[src/rtl/pipe_stage_latch.sv]
// Elastic valid/ready pipeline latch with optional skid entry, flush and sticky halt.
// Define PIPE_STAGE_LATCH_STATS_EN to add stall_cnt/flush_cnt statistics outputs.
module pipe_stage_latch #(
  parameter int unsigned       DATA_W     = 128,
  parameter bit                SKID       = 1'b1,
  parameter logic [DATA_W-1:0] BUBBLE_VAL = '0
) (
  input  logic              CLK,
  input  logic              nRST,
  input  logic              in_valid,
  output logic              in_ready,
  input  logic [DATA_W-1:0] in_data,
  input  logic              in_halt,
  output logic              out_valid,
  input  logic              out_ready,
  output logic [DATA_W-1:0] out_data,
  output logic              out_halt,
  input  logic              flush,
  output logic              halted
`ifdef PIPE_STAGE_LATCH_STATS_EN
  ,
  output logic [31:0]       stall_cnt,
  output logic [15:0]       flush_cnt
`endif
);

  typedef enum logic [1:0] {
    EMPTY = 2'd0,
    ONE   = 2'd1,
    TWO   = 2'd2
  } state_e;

  state_e            state_q, state_d;
  logic [DATA_W-1:0] head_q, head_d;
  logic [DATA_W-1:0] skid_q, skid_d;
  logic              head_halt_q, head_halt_d;
  logic              skid_halt_q, skid_halt_d;
  logic              halted_q, halted_d;
  logic              in_ready_q, in_ready_d;
  logic              acc;
  logic              cons;

  assign out_valid = (state_q != EMPTY);
  assign out_data  = head_q;
  assign out_halt  = head_halt_q;
  assign halted    = halted_q;
  assign acc       = in_valid && in_ready;
  assign cons      = out_valid && out_ready;

  generate
    if (SKID) begin : g_skid
      assign in_ready = in_ready_q;
    end else begin : g_single
      assign in_ready = (!out_valid || out_ready) && !halted_q;
    end
  endgenerate

  // Empty head slot always holds BUBBLE_VAL so out_data needs no mux.
  always_comb begin
    state_d     = state_q;
    head_d      = head_q;
    head_halt_d = head_halt_q;
    skid_d      = skid_q;
    skid_halt_d = skid_halt_q;
    halted_d    = halted_q || (cons && head_halt_q);
    if (flush) begin
      state_d     = EMPTY;
      head_d      = BUBBLE_VAL;
      head_halt_d = 1'b0;
    end else begin
      unique case (state_q)
        EMPTY: begin
          if (acc) begin
            state_d     = ONE;
            head_d      = in_data;
            head_halt_d = in_halt;
          end
        end
        ONE: begin
          unique case (1'b1)
            acc && cons: begin
              head_d      = in_data;
              head_halt_d = in_halt;
            end
            acc && !cons: begin
              state_d     = TWO;
              skid_d      = in_data;
              skid_halt_d = in_halt;
            end
            !acc && cons: begin
              state_d     = EMPTY;
              head_d      = BUBBLE_VAL;
              head_halt_d = 1'b0;
            end
            default: ;
          endcase
        end
        TWO: begin
          if (cons) begin
            state_d     = ONE;
            head_d      = skid_q;
            head_halt_d = skid_halt_q;
          end
        end
        default: state_d = EMPTY;
      endcase
    end
    in_ready_d = (state_d != TWO) && !halted_d;
  end

  always_ff @(posedge CLK or negedge nRST) begin
    if (!nRST) begin
      state_q     <= EMPTY;
      head_q      <= BUBBLE_VAL;
      head_halt_q <= 1'b0;
      skid_q      <= BUBBLE_VAL;
      skid_halt_q <= 1'b0;
      halted_q    <= 1'b0;
      in_ready_q  <= 1'b1;
    end else begin
      state_q     <= state_d;
      head_q      <= head_d;
      head_halt_q <= head_halt_d;
      skid_q      <= skid_d;
      skid_halt_q <= skid_halt_d;
      halted_q    <= halted_d;
      in_ready_q  <= in_ready_d;
    end
  end

  a_no_acc_in_two: assert property (
    @(posedge CLK) disable iff (!nRST) !(acc && state_q == TWO)
  );

`ifdef PIPE_STAGE_LATCH_STATS_EN
  logic [31:0] stall_cnt_q, stall_cnt_d;
  logic [15:0] flush_cnt_q, flush_cnt_d;

  always_comb begin
    stall_cnt_d = stall_cnt_q;
    flush_cnt_d = flush_cnt_q;
    if (out_valid && !out_ready && stall_cnt_q != '1)
      stall_cnt_d = stall_cnt_q + 32'd1;
    if (flush && out_valid && flush_cnt_q != '1)
      flush_cnt_d = flush_cnt_q + 16'd1;
  end

  always_ff @(posedge CLK or negedge nRST) begin
    if (!nRST) begin
      stall_cnt_q <= '0;
      flush_cnt_q <= '0;
    end else begin
      stall_cnt_q <= stall_cnt_d;
      flush_cnt_q <= flush_cnt_d;
    end
  end

  assign stall_cnt = stall_cnt_q;
  assign flush_cnt = flush_cnt_q;
`endif

endmodule

[config.mk]
export PLATFORM = sky130hd
export DESIGN_NAME = pipe_stage_latch
export DESIGN_NICKNAME = d
export VERILOG_FILES = /design/src/rtl/pipe_stage_latch.sv
export SDC_FILE = /design/constraint.sdc
export NUM_CORES = 1
export LEC_CHECK = 0
export CAP_MARGIN = 20
export CORE_ASPECT_RATIO = 1.4
export CORE_UTILIZATION = 30
export DETAILED_ROUTE_END_ITERATION = 12
export MAX_ROUTING_LAYER = met4
export SYNTH_ARGS = -nofsm -noshare
export SYNTH_HDL_FRONTEND = slang
export SYNTH_SLANG_ARGS = --single-unit
[constraint.sdc]
create_clock -name CLK -period 2.5 [get_ports CLK]
set_input_delay 0.625 -clock CLK [delete_from_list [all_inputs] [get_ports CLK]]
set_output_delay 0.625 -clock CLK [all_outputs]
set_load 0.02 [all_outputs]
==> impl_results.md, run 1 <==
- Via count: just over 8000
- Initial antenna violation count: 3
- Endpoint class of the critical path: register
- Mapped Area: approximately 0.011 sq mm
- Drt initial violations: 473
- Vias per inst: about 5
- Full die area: between 0.03 and 0.04 sq mm
- Clk_lat worst skew: 550 ps
- Inserted Clock Buffers: 28
- Number of flops mapped to enable cells by yosys: 0
- Clk pwr share: a little under a quarter
- Share of post-route cells with drive strength above 1: 20.8%
- Largest net degree at the start of global routing: ~130
- Ranking of synthesized cells by area: dfrtp_1 (59%), mux2_2 (13%), a211oi_1 (8.8%)
- Synth warn: 0
- Clock Sinks: approximately 260
- FF-to-FF path depth: 10
- Cell-internal power: approximately 0.013 W
- Die Width: roughly 160 um
- Routed WL: roughly 31000 um
- Reg-to-reg slack, setup: just over 80 ps
- Hold_ws: a little under 500 ps
- Die Y: about 230 um
- Peak VDD IR: slightly below 0.6 mV
- Final WS setup: 82.4 ps
- Number of I/O pins: about 270
- Number of H-tree levels: 1
- Critical R2R Capture: out_data[75]
- Reg power frac: around a third
- Post-synth cell types: 25
- Syn Nets: 1039
- Cell Rows: 82
- Logic pwr share: a little over two fifths
- Post-synth top cells: dfrtp_1 (261), nor2_1 (131), a211oi_1 (129), a22oi_1 (129), mux2_2 (129)
- Slew HR: roughly 54%
- Core ar.: between 0.03 and 0.04 sq mm
- Critical path data arrival time: between 2000 and 3000 ps
- # port buffers: 265
- P_sw: around 0.0069 W
- Slew Viols, Final: 0
- Fin nets: 1309
- WP data required: between 2000 and 3000 ps
- Hpwl dp: about 21000 um
- Synth top area share: 59.1%
- Crit path from: state_q[0]
- Avg WL per Cell: around 19 um
- Fin util: between 40% and 50%
- Initial core utilization: 30.7%
- RR Startpoint: state_q[0]
- Sw frac: approximately a third
- Crit path kind: reg -> reg
- Register area share after synthesis: 59.3%
- Leak: roughly 7 nW
- Max cap viols: 0
- RD Place Congestion: between 0.7 and 0.8
- Post-synth top area cell: dfrtp_1
- Reg clk slew, reported paths: around 60 ps
- Skew final: 10.8 ps
- Sum Neg Setup Slack: 0 ps
- Root Buffer: clkbuf_16
- First-pass GRT wire length: roughly 49000 um
- Max Root-Sink Buffers: 3
- Pre-CTS setup slack: -402 ps
- Setup violators final: 0
- Count leader, synth: dfrtp_1
- HP Start: halted
- Critical path launch point type: register
- Worst setup path endpoint: out_data[75]
- Worst-Margin Slew: between 600 and 700 ps
- Via count of the first global-routing pass: 8654
- Max Fclk: 414 MHz
- Top FF cell, synth: dfrtp_1
- Detailed Routing Iterations Pass 1: 4
- Pwr Density: around 1300 mW/mm^2
- Drt drc: 0
- Status: complete, no violations
- Routed Antenna Nets: 0
- Remaining Overflow, GRT: 0
- Post-Syn Instances: around 900
- Flop and latch count out of synthesis: approximately 260
- Hold Path Class: reg -> reg
- GR Util All Layers: 17.3%
- Synth async-reset ratio: between 90% and 100%
- Final hold vios: 0
- Synthesized area per cell: ~12 sq um
- Fin crit period: ~2400 ps
- Fin crit share: a little over nine tenths
- Crit-path max FO: 17
- CTS tree: yes
- Area Growth Syn to Fin: 43.3%
==> critical path, stage by stage (launching register included) <==
cell,delay (ps)
dfrtp_1,400
inv_1,110
ha_1,220
buf_4,150
a21boi_1,180
a2111oi_4,370
buf_4,190
bufbuf_16,270
buf_12,150
nor2_1,50
a211oi_1,230
==> worst min path at each step <==
| stage | slack (ps) | endpoint | cells past startpoint |
|---|---|---|---|
| 6_report | 500 | halted | 1 |
| 5_1_grt | 510 | skid_q[119] | 1 |
| 4_1_cts | 510 | skid_q[92] | 1 |
| 3_5_place_dp | 480 | halted | 1 |
| 3_3_place_gp | 480 | halted | 1 |
| 2_1_floorplan | 330 | halted | 0 |
==> metrics by stage <==
stage | instance area (sq um) | cells | power [W]
2_1_floorplan | 11100 | 898 | 0.0116
3_3_place_gp | 14700 | 1593 | 0.0151
3_5_place_dp | 14700 | 1593 | 0.0153
4_1_cts | 15800 | 1649 | 0.0201
5_1_grt | 15800 | 1654 | 0.0212
6_report | 15800 | 1654 | 0.0199
==> registers in the layout, indices dropped and copies added, names as in the netlist <==
signal	flops
in_ready	1
skid_halt_q	1
state_q	2
halted	1
skid_q	128
out_halt	1
out_data	128
==> what timing repair did <==
item / in CTS / in global routing
gates cloned: 1 / 0
endpoints found under the setup margin: 2 / 122
pin swaps: 1 / 1
resized for setup: 2 / 9
buffers inserted: 3 / 2
hold buffers: 1 / 0
endpoints found under the hold margin: 32 / 0
==> routing by layer <==
layer / wire length [um] / part of all wire [%] / up-vias / GRT usage [%]
met4: 1840 / 5.9 / 0 / 11.1
li1: - / - / 3887 / -
met1: 12400 / 40 / 4110 / 20.2
met5: 0 / 0 / - / -
met2: 15700 / 50 / 224 / 27.7
met3: 1400 / 4.4 / 76 / 2.43
==> cell type report <==
type	instances	area, sq um
Antenna cell	3	7.51
Multi-Input combinational cell	545	4160
Inverter	6	22.5
Clock inverter	12	194
Clock buffer	39	813
Timing Repair Buffer	325	3510
Sequential cell	262	6560
Fill cell	3307	20200
Tap cell	462	578
==> kinds of logic (layout without fill, tap and decap cells) <==
kind of cell	after synthesis	after routing	synth area share [%]
compound gates	268	268	18.3
flops	262	262	59.3
simple gates	140	140	4.94
mux	130	130	13.2
buf+inv	91	382	3.47
fa+ha+maj	7	7	0.792
other cells	0	3	0
==> cells in the final DEF, fill, tap and decap left out, types with 2 or more instances in the layout <==
master / n
clkdlybuf4s50_1: 262
dfrtp_1: 261
nor2_1: 131
a22oi_1: 129
mux2_2: 129
a211oi_1: 127
buf_12: 30
clkbuf_16: 29
buf_4: 27
ha_1: 6
inv_1: 5
clkbuf_1: 5
clkbuf_8: 5
bufinv_16: 5
nand2_1: 4
clkinv_2: 4
diode_2: 3
a21oi_1: 3
a211oi_2: 2
clkinvlp_4: 2
buf_6: 2
==> power by group through the flow <==
stage | clock [W] | sequential (W) | combinational [W]
3_5_place_dp | 0 | 0.00684 | 0.00845
6_report | 0.00450 | 0.00677 | 0.00862
3_3_place_gp | 0 | 0.00676 | 0.00830
4_1_cts | 0.00465 | 0.00677 | 0.00866
2_1_floorplan | 0 | 0.00734 | 0.00424
5_1_grt | 0.00481 | 0.00696 | 0.00941
Power figures use the tool's default switching activity.
==> run 2: changes to the inputs <==
- ABC_AREA: default -> 1
- GPL_ROUTABILITY_DRIVEN: default -> 1
- REMOVE_ABC_BUFFERS: default -> 1
==> run 2 against run 1 <==
Net effect: area after synthesis rose by 9.8%; via count rose by 28%; sequential share of layout area fell by 2.0 points; first-iteration DRC count rose by 17%; global-route usage rose by 1.6 points; worst setup slack improved by 52 ps; critical path type is now reg -> out; clock-buffer cell count fell by 2; fmax rose by 2.2%; largest cell class unchanged; flip-flop and latch count did not move; combinational power fell by 63%; design area rose by 5.0%.
==> impl_results.md, run 2 <==
- Slew HR: 60.4% (was 54.3%)
- Area after DPL: 0.0156 sq mm (was 0.0147 sq mm)
- CTS tree: yes (unchanged)
- Core ar.: 0.0396 sq mm (was 0.0360 sq mm)
- Status: complete, no violations (unchanged)
- Commonest non-fill, non-tap cell in the layout: nand2_1 (was clkdlybuf4s50_1)
- Number of flops mapped to enable cells by yosys: 0 (unchanged)
- Hpwl dp: 24300 um (was 20900 um)
- Vias per inst: 4.94 (was 5.02)
- Initial core utilization: 30.7% (about the same)
- Critical path launch point type: register (unchanged)
- Flop and latch count out of synthesis: 262 (unchanged)
- Reg clk slew, reported paths: 60 ps (about the same)
- Clock Sinks: 262 (unchanged)
- Slew Viols, Final: 0 (unchanged)
- Number of I/O pins: 266 (unchanged)
- WP data required: 1880 ps (was 2940 ps)
- Via count: 10600 (was 8297)
- Post-synth top cells: nand2_1 (366), dfrtp_1 (261), o21ai_0 (165) (was dfrtp_1 (261), nor2_1 (131), a211oi_1 (129), a22oi_1 (129), mux2_2 (129))
- Critical path data arrival time: 1740 ps (was 2860 ps)
- Max cap viols: 0 (unchanged)
- Ranking of synthesized cells by area: dfrtp_1 (54%), nand2_1 (11%), mux2_2 (8.3%) (was dfrtp_1 (59%), mux2_2 (13%), a211oi_1 (8.8%))
- GR Util All Layers: 18.9% (was 17.3%)
- Synthesized area per cell: 8.86 sq um (was 12.3 sq um)
- Avg WL per Cell: 17.4 um (was 19.0 um)
- Crit-path max FO: 5 (was 17)
- Commonest non-fill, non-tap cells in the layout: nand2_1 (364), clkdlybuf4s50_1 (262), dfrtp_1 (260), o21ai_0 (165), nand3_1 (136) (was clkdlybuf4s50_1 (262), dfrtp_1 (261), nor2_1 (131), a22oi_1 (129), mux2_2 (129))
- Die Y: 240 um (was 229 um)
- Sum Neg Setup Slack: 0 ps (unchanged)
- Drt initial violations: 555 (was 473)
- Max Fclk: 423 MHz (was 414 MHz)
- Top FF cell, synth: dfrtp_1 (unchanged)
- Fin crit period: 2370 ps (was 2420 ps)
- CTS Hold Bufs: 0 (was 1)
- Die Width: 172 um (was 164 um)
- Setup violators final: 0 (unchanged)
- Peak VDD IR: 0.456 mV (was 0.578 mV)
- Worst-Margin Slew: 594 ps (was 685 ps)
- Post-Syn Instances: 1370 (was 898)
- Count leader, synth: nand2_1 (was dfrtp_1)
- Post-route design area: 0.0166 sq mm (was 0.0158 sq mm)
- Inserted Clock Buffers: 28 (unchanged)
- Placed Cells: 2099 (was 1593)
- Hold Path Class: in -> async (was reg -> reg)
- RD Place Congestion: 0.780 (was 0.762)
- Final hold vios: 0 (unchanged)
- # port buffers: 265 (unchanged)
- Finished Layout Cells: 2152 (was 1654)
- Clk_lat worst skew: 560 ps (was 550 ps)
- Fin nets: 1742 (was 1309)
- Critical path's largest stage delay: 430 ps (was 400 ps)
- Routed Antenna Nets: 0 (unchanged)
- RR Startpoint: state_q[0] (unchanged)
- Remaining Overflow, GRT: 0 (unchanged)
- Synth top area share: 53.8% (was 59.1%)
- Cell Rows: 86 (was 82)
- Post-synth top area cell: dfrtp_1 (unchanged)
- Root Buffer: clkbuf_16 (unchanged)
- Crit path kind: reg -> out (was reg -> reg)
- Routed WL: 37500 um (was 31400 um)
- Fin crit share: 94.6% (was 96.7%)
- Slowest cell on crit path: dfrtp_2 (was dfrtp_1)
- Share of post-route cells with drive strength above 1: 12.4% (was 20.8%)
- RSZ-0062 raised after global routing: no
- Pwr Density: 760 mW/mm^2 (was 1260 mW/mm^2)
- Endpoint class of the critical path: output port (was register)
- Register area share after synthesis: 54.0% (was 59.3%)
- Synth async-reset ratio: 100% (unchanged)
- Largest net degree at the start of global routing: 80 (was 132)
- Area Growth Syn to Fin: 37.0% (was 43.3%)
- Detailed Routing Iterations Pass 1: 5 (was 4)
- Synth warn: 0 (unchanged)
- Post-synth cell types: 21 (was 25)
- Mapped Area: 0.0121 sq mm (was 0.0111 sq mm)
- Drt drc: 0 (unchanged)
- Full die area: 0.0413 sq mm (was 0.0376 sq mm)
- Leak: 8.18 nW (was 6.81 nW)
- Skew final: 6.64 ps (was 10.8 ps)
- First-pass GRT wire length: 59300 um (was 49200 um)
- Crit path from: state_q[1] (was state_q[0])
- Initial antenna violation count: 1 (was 3)
- Postcts setup bufs: 0 (was 3)
- Via count of the first global-routing pass: 10900 (was 8654)
- Crit path cell chain: inv_1 > ha_4 > inv_2 > dlygate4sd2_1 (was inv_1 > ha_1 > buf_4 > a21boi_1 > a2111oi_4 > buf_4 > bufbuf_16 > buf_12 > nor2_1 > a211oi_1)
- Max Root-Sink Buffers: 3 (unchanged)
- Fin util: 42.0% (was 44.0%)
- Number of H-tree levels: 1 (unchanged)
run 2: logic make-up (layout without fill, tap and decap cells):
kind of cell | count (synthesis) | after routing | synth area share (%)
simple gates | 550 | 550 | 18.6
other cells | 0 | 1 | 0
compound gates | 298 | 298 | 12.3
flops | 262 | 262 | 54.0
buf+inv | 163 | 416 | 6.09
fa+ha+maj | 7 | 7 | 0.721
mux | 90 | 90 | 8.35
run 2: per-layer routing:
metal	global-route usage [%]	wire length, um
met5	-	0
met1	21.0	14600
met2	32.6	19100
met3	2.70	1960
met4	9.65	1880
run 2: per-stage QoR:
step	hold WS (ps)	worst slack (ps)	total power, W
6_report	9.82	135	0.0127
5_1_grt	17.1	37.3	0.0133
4_1_cts	2.07	23.8	0.0128
3_5_place_dp	490	-38.8	0.00819
3_3_place_gp	478	-75.7	0.00816
2_1_floorplan	329	-3370	0.00629
run 2: path summary, 6_finish.rpt:
check,slack (ps),cells past startpoint,to
max,130,4,out_valid
min,10,1,out_data[122]
max reg2reg,230,14,out_data[22]
min reg2reg,500,1,skid_q[11]
max in group asynchronous,1710,2,out_data[66]
min in group CLK,500,1,skid_q[11]
run 2: report_power, final:
part           switching (W)  leakage [nW]  internal [W]  total, W
combinational        0.00181          4.35       0.00137   0.00318
clock                0.00179         0.496       0.00278   0.00457
sequential          0.000248          3.33       0.00465   0.00490
run 2: area by class of cell:
class | instances | area (sq um)
Timing Repair Buffer | 313 | 3300
Multi-Input combinational cell | 945 | 4900
Inverter | 51 | 191
Antenna cell | 1 | 2.50
Fill cell | 3955 | 23000
Sequential cell | 262 | 6560
Clock buffer | 37 | 806
Clock inverter | 15 | 215
Tap cell | 528 | 661
run 2: what timing repair did:
| action | 4_1_cts | 5_1_grt |
|---|---|---|
| endpoints found under the setup margin | 1 | 1 |
| resized for setup | 1 | 1 |
| pin swaps | 0 | 0 |
run 2: worst max-delay path, delay by kind of cell, from the launching register on:
kind,cells,cell delay [ps]
buffers and inverters,3,570
flip-flops,1,430
adder cells (fa/ha/maj),1,190
==> run 3: changes to the inputs <==
- CAP_MARGIN: 20 -> default
- CORE_MARGIN: default -> 5
==> run 3 against run 2 <==
Net effect: worst setup slack improved by 31 ps; cell count fell by 0.14%; flip-flop and latch count did not move; critical endpoint unchanged; via count fell by 2.0%; clock-buffer cell count did not move; register-to-register slack improved by 20 ps.
==> impl_results.md, run 3 (synthesis gave the netlist of run 2 again) <==
- Routed Antenna Nets: 0 (unchanged)
- Pwr Density: 769 mW/mm^2 (was 760 mW/mm^2)
- Critical path launch point type: register (unchanged)
- Clk_lat worst skew: 550 ps (was 560 ps)
- Number of I/O pins: 266 (unchanged)
- Skew final: 12.2 ps (was 6.64 ps)
- Number of H-tree levels: 1 (unchanged)
- Remaining Overflow, GRT: 0 (unchanged)
- RR Startpoint: state_q[0] (unchanged)
- Via count: 10400 (was 10600)
- Max Root-Sink Buffers: 3 (unchanged)
- Vias per inst: 4.85 (was 4.94)
- Initial core utilization: 30.2% (was 30.7%)
- Worst setup path endpoint: out_valid (unchanged)
- Avg WL per Cell: 17.7 um (was 17.4 um)
- Leak: 8.12 nW (was 8.18 nW)
- Fin crit period: 2330 ps (was 2370 ps)
- Worst-Margin Slew: 685 ps (was 594 ps)
- Hold_ws: 431 ps (was 9.82 ps)
- Drt drc: 0 (unchanged)
- Core ar.: 0.0402 sq mm (was 0.0396 sq mm)
- Total power: 0.0127 W (about the same)
- Fin util: 41.2% (was 42.0%)
- Reg-to-reg slack, setup: 250 ps (was 230 ps)
- Commonest non-fill, non-tap cells in the layout: nand2_1 (364), clkdlybuf4s50_1 (262), dfrtp_1 (260), o21ai_0 (165), nand3_1 (136) (unchanged)
- Fin nets: 1731 (was 1742)
- Reg clk slew, reported paths: 60 ps (about the same)
- First-pass GRT wire length: 59800 um (was 59300 um)
- Endpoint class of the critical path: output port (unchanged)
- Drt initial violations: 512 (was 555)
- Critical R2R Capture: out_data[0] (was out_data[22])
- # fillers: 3919 (was 3955)
- Crit path kind: reg -> out (unchanged)
- Slew HR: 54.3% (was 60.4%)
- Hold Path Class: in -> reg (was in -> async)
- Die Width: 180 um (was 172 um)
- Share of post-route cells with drive strength above 1: 11.7% (was 12.4%)
- Pre-CTS setup slack: -56.7 ps (was -38.8 ps)
- WP data required: 1880 ps (about the same)
- Max cap viols: 0 (unchanged)
- Peak VDD IR: 0.484 mV (was 0.456 mV)
- Crit path from: state_q[0] (was state_q[1])
- Die Y: 248 um (was 240 um)
- Routed WL: 38000 um (was 37500 um)
- Postcts setup bufs: 0 (unchanged)
- Fin crit share: 93.4% (was 94.6%)
- Area Growth Syn to Fin: 36.1% (was 37.0%)
- Clock Sinks: 262 (unchanged)
- Setup violators final: 0 (unchanged)
- Max Fclk: 428 MHz (was 423 MHz)
- Critical path's largest stage delay: 400 ps (was 430 ps)
- Via count of the first global-routing pass: 10700 (was 10900)
- FF-to-FF path depth: 12 (was 14)
- Slowest cell on crit path: dfrtp_1 (was dfrtp_2)
- # port buffers: 265 (unchanged)
- Slew Viols, Final: 0 (unchanged)
- Final WS setup: 166 ps (was 135 ps)
- Hpwl dp: 25000 um (was 24300 um)
- Inserted Clock Buffers: 28 (unchanged)
- Largest net degree at the start of global routing: 85 (was 80)
- Full die area: 0.0447 sq mm (was 0.0413 sq mm)
- GR Util All Layers: 16.8% (was 18.9%)
- Critical path data arrival time: 1710 ps (was 1740 ps)
- Crit-path max FO: 5 (unchanged)
- CTS tree: yes (unchanged)
- Status: complete, no violations (unchanged)
- Commonest non-fill, non-tap cell in the layout: nand2_1 (unchanged)
- Detailed Routing Iterations Pass 1: 5 (unchanged)
- Root Buffer: clkbuf_16 (unchanged)
- RD Place Congestion: 0.787 (was 0.780)
- RSZ-0062 raised after global routing: no (unchanged)
- Initial antenna violation count: 4 (was 1)
- Cell Rows: 87 (was 86)
- Crit path cell chain: inv_1 > ha_4 > inv_2 > dlygate4sd2_1 (unchanged)
- Final hold vios: 0 (unchanged)
-- run 3: cell count changes in the layout (fill, tap and decap cells not counted), sizes merged --
cell | previous run | this run
dlygate4sd3 | 0 | 1
buf | 50 | 38
clkinvlp | 3 | 2
bufinv | 5 | 6
inv | 51 | 53
clkinv | 7 | 4
diode | 1 | 4
-- run 3: cell type report --
cell class,instances,area [sq um],share of cell area (%)
Multi-Input combinational cell,945,4900,29.7
Antenna cell,4,10.0,0.0606
Clock buffer,37,816,4.94
Timing Repair Buffer,302,3150,19.0
Inverter,51,191,1.16
Clock inverter,14,235,1.42
Sequential cell,262,6560,39.7
Tap cell,534,668,4.04
-- run 3: how the worst min path moves through the flow --
stage                   endpoint  slack (ps)    startpoint  cells after the start
detailed placement  out_data[65]         480  out_data[65]                      2
global placement    out_data[65]         480  out_data[65]                      2
finish              out_data[35]         430         flush                      4
floorplan                 halted         330          nRST                      0
global route        out_data[35]         440         flush                      4
CTS                 out_data[35]         420         flush                      4
-- run 3: where the power goes --
group	internal (W)	total, W	switching, W
registers	0.00465	0.00491	0.000258
logic	0.00130	0.00309	0.00179
clock network	0.00292	0.00471	0.00180
total	0.00886	0.0127	0.00385
-- run 3: critical path, delay by kind of cell (launching register included) --
family / cells / cell delay (ps)
fa+ha+maj: 1 / 190
flops: 1 / 400
buf+inv: 3 / 560
-- run 3: metrics by stage --
stage / TNS, ps / instances / instance area, sq um
floorplan: -820530 / 1258 / 11600
global placement: -414 / 2093 / 15500
detailed placement: -2800 / 2093 / 15500
CTS: 0 / 2145 / 16500
global route: 0 / 2149 / 16500
finish: 0 / 2149 / 16500
-- run 3: layer usage --
metal  vias to the layer above  GRT usage, %  wire (um)  share of wire (%)
li1                       4974             -          -                  -
met1                      5096          19.3      15000                 39
met2                       276          30.1      20200                 53
met3                        71          2.16       1500                3.9
met4                         0          6.65       1340                3.5
met5                         -             -          0                  0
-- run 3: what timing repair did --
action,4_1_cts,5_1_grt
gates resized for setup,2,0
hold endpoints to repair,39,0
hold buffers,1,0
endpoints found under the setup margin,1,0
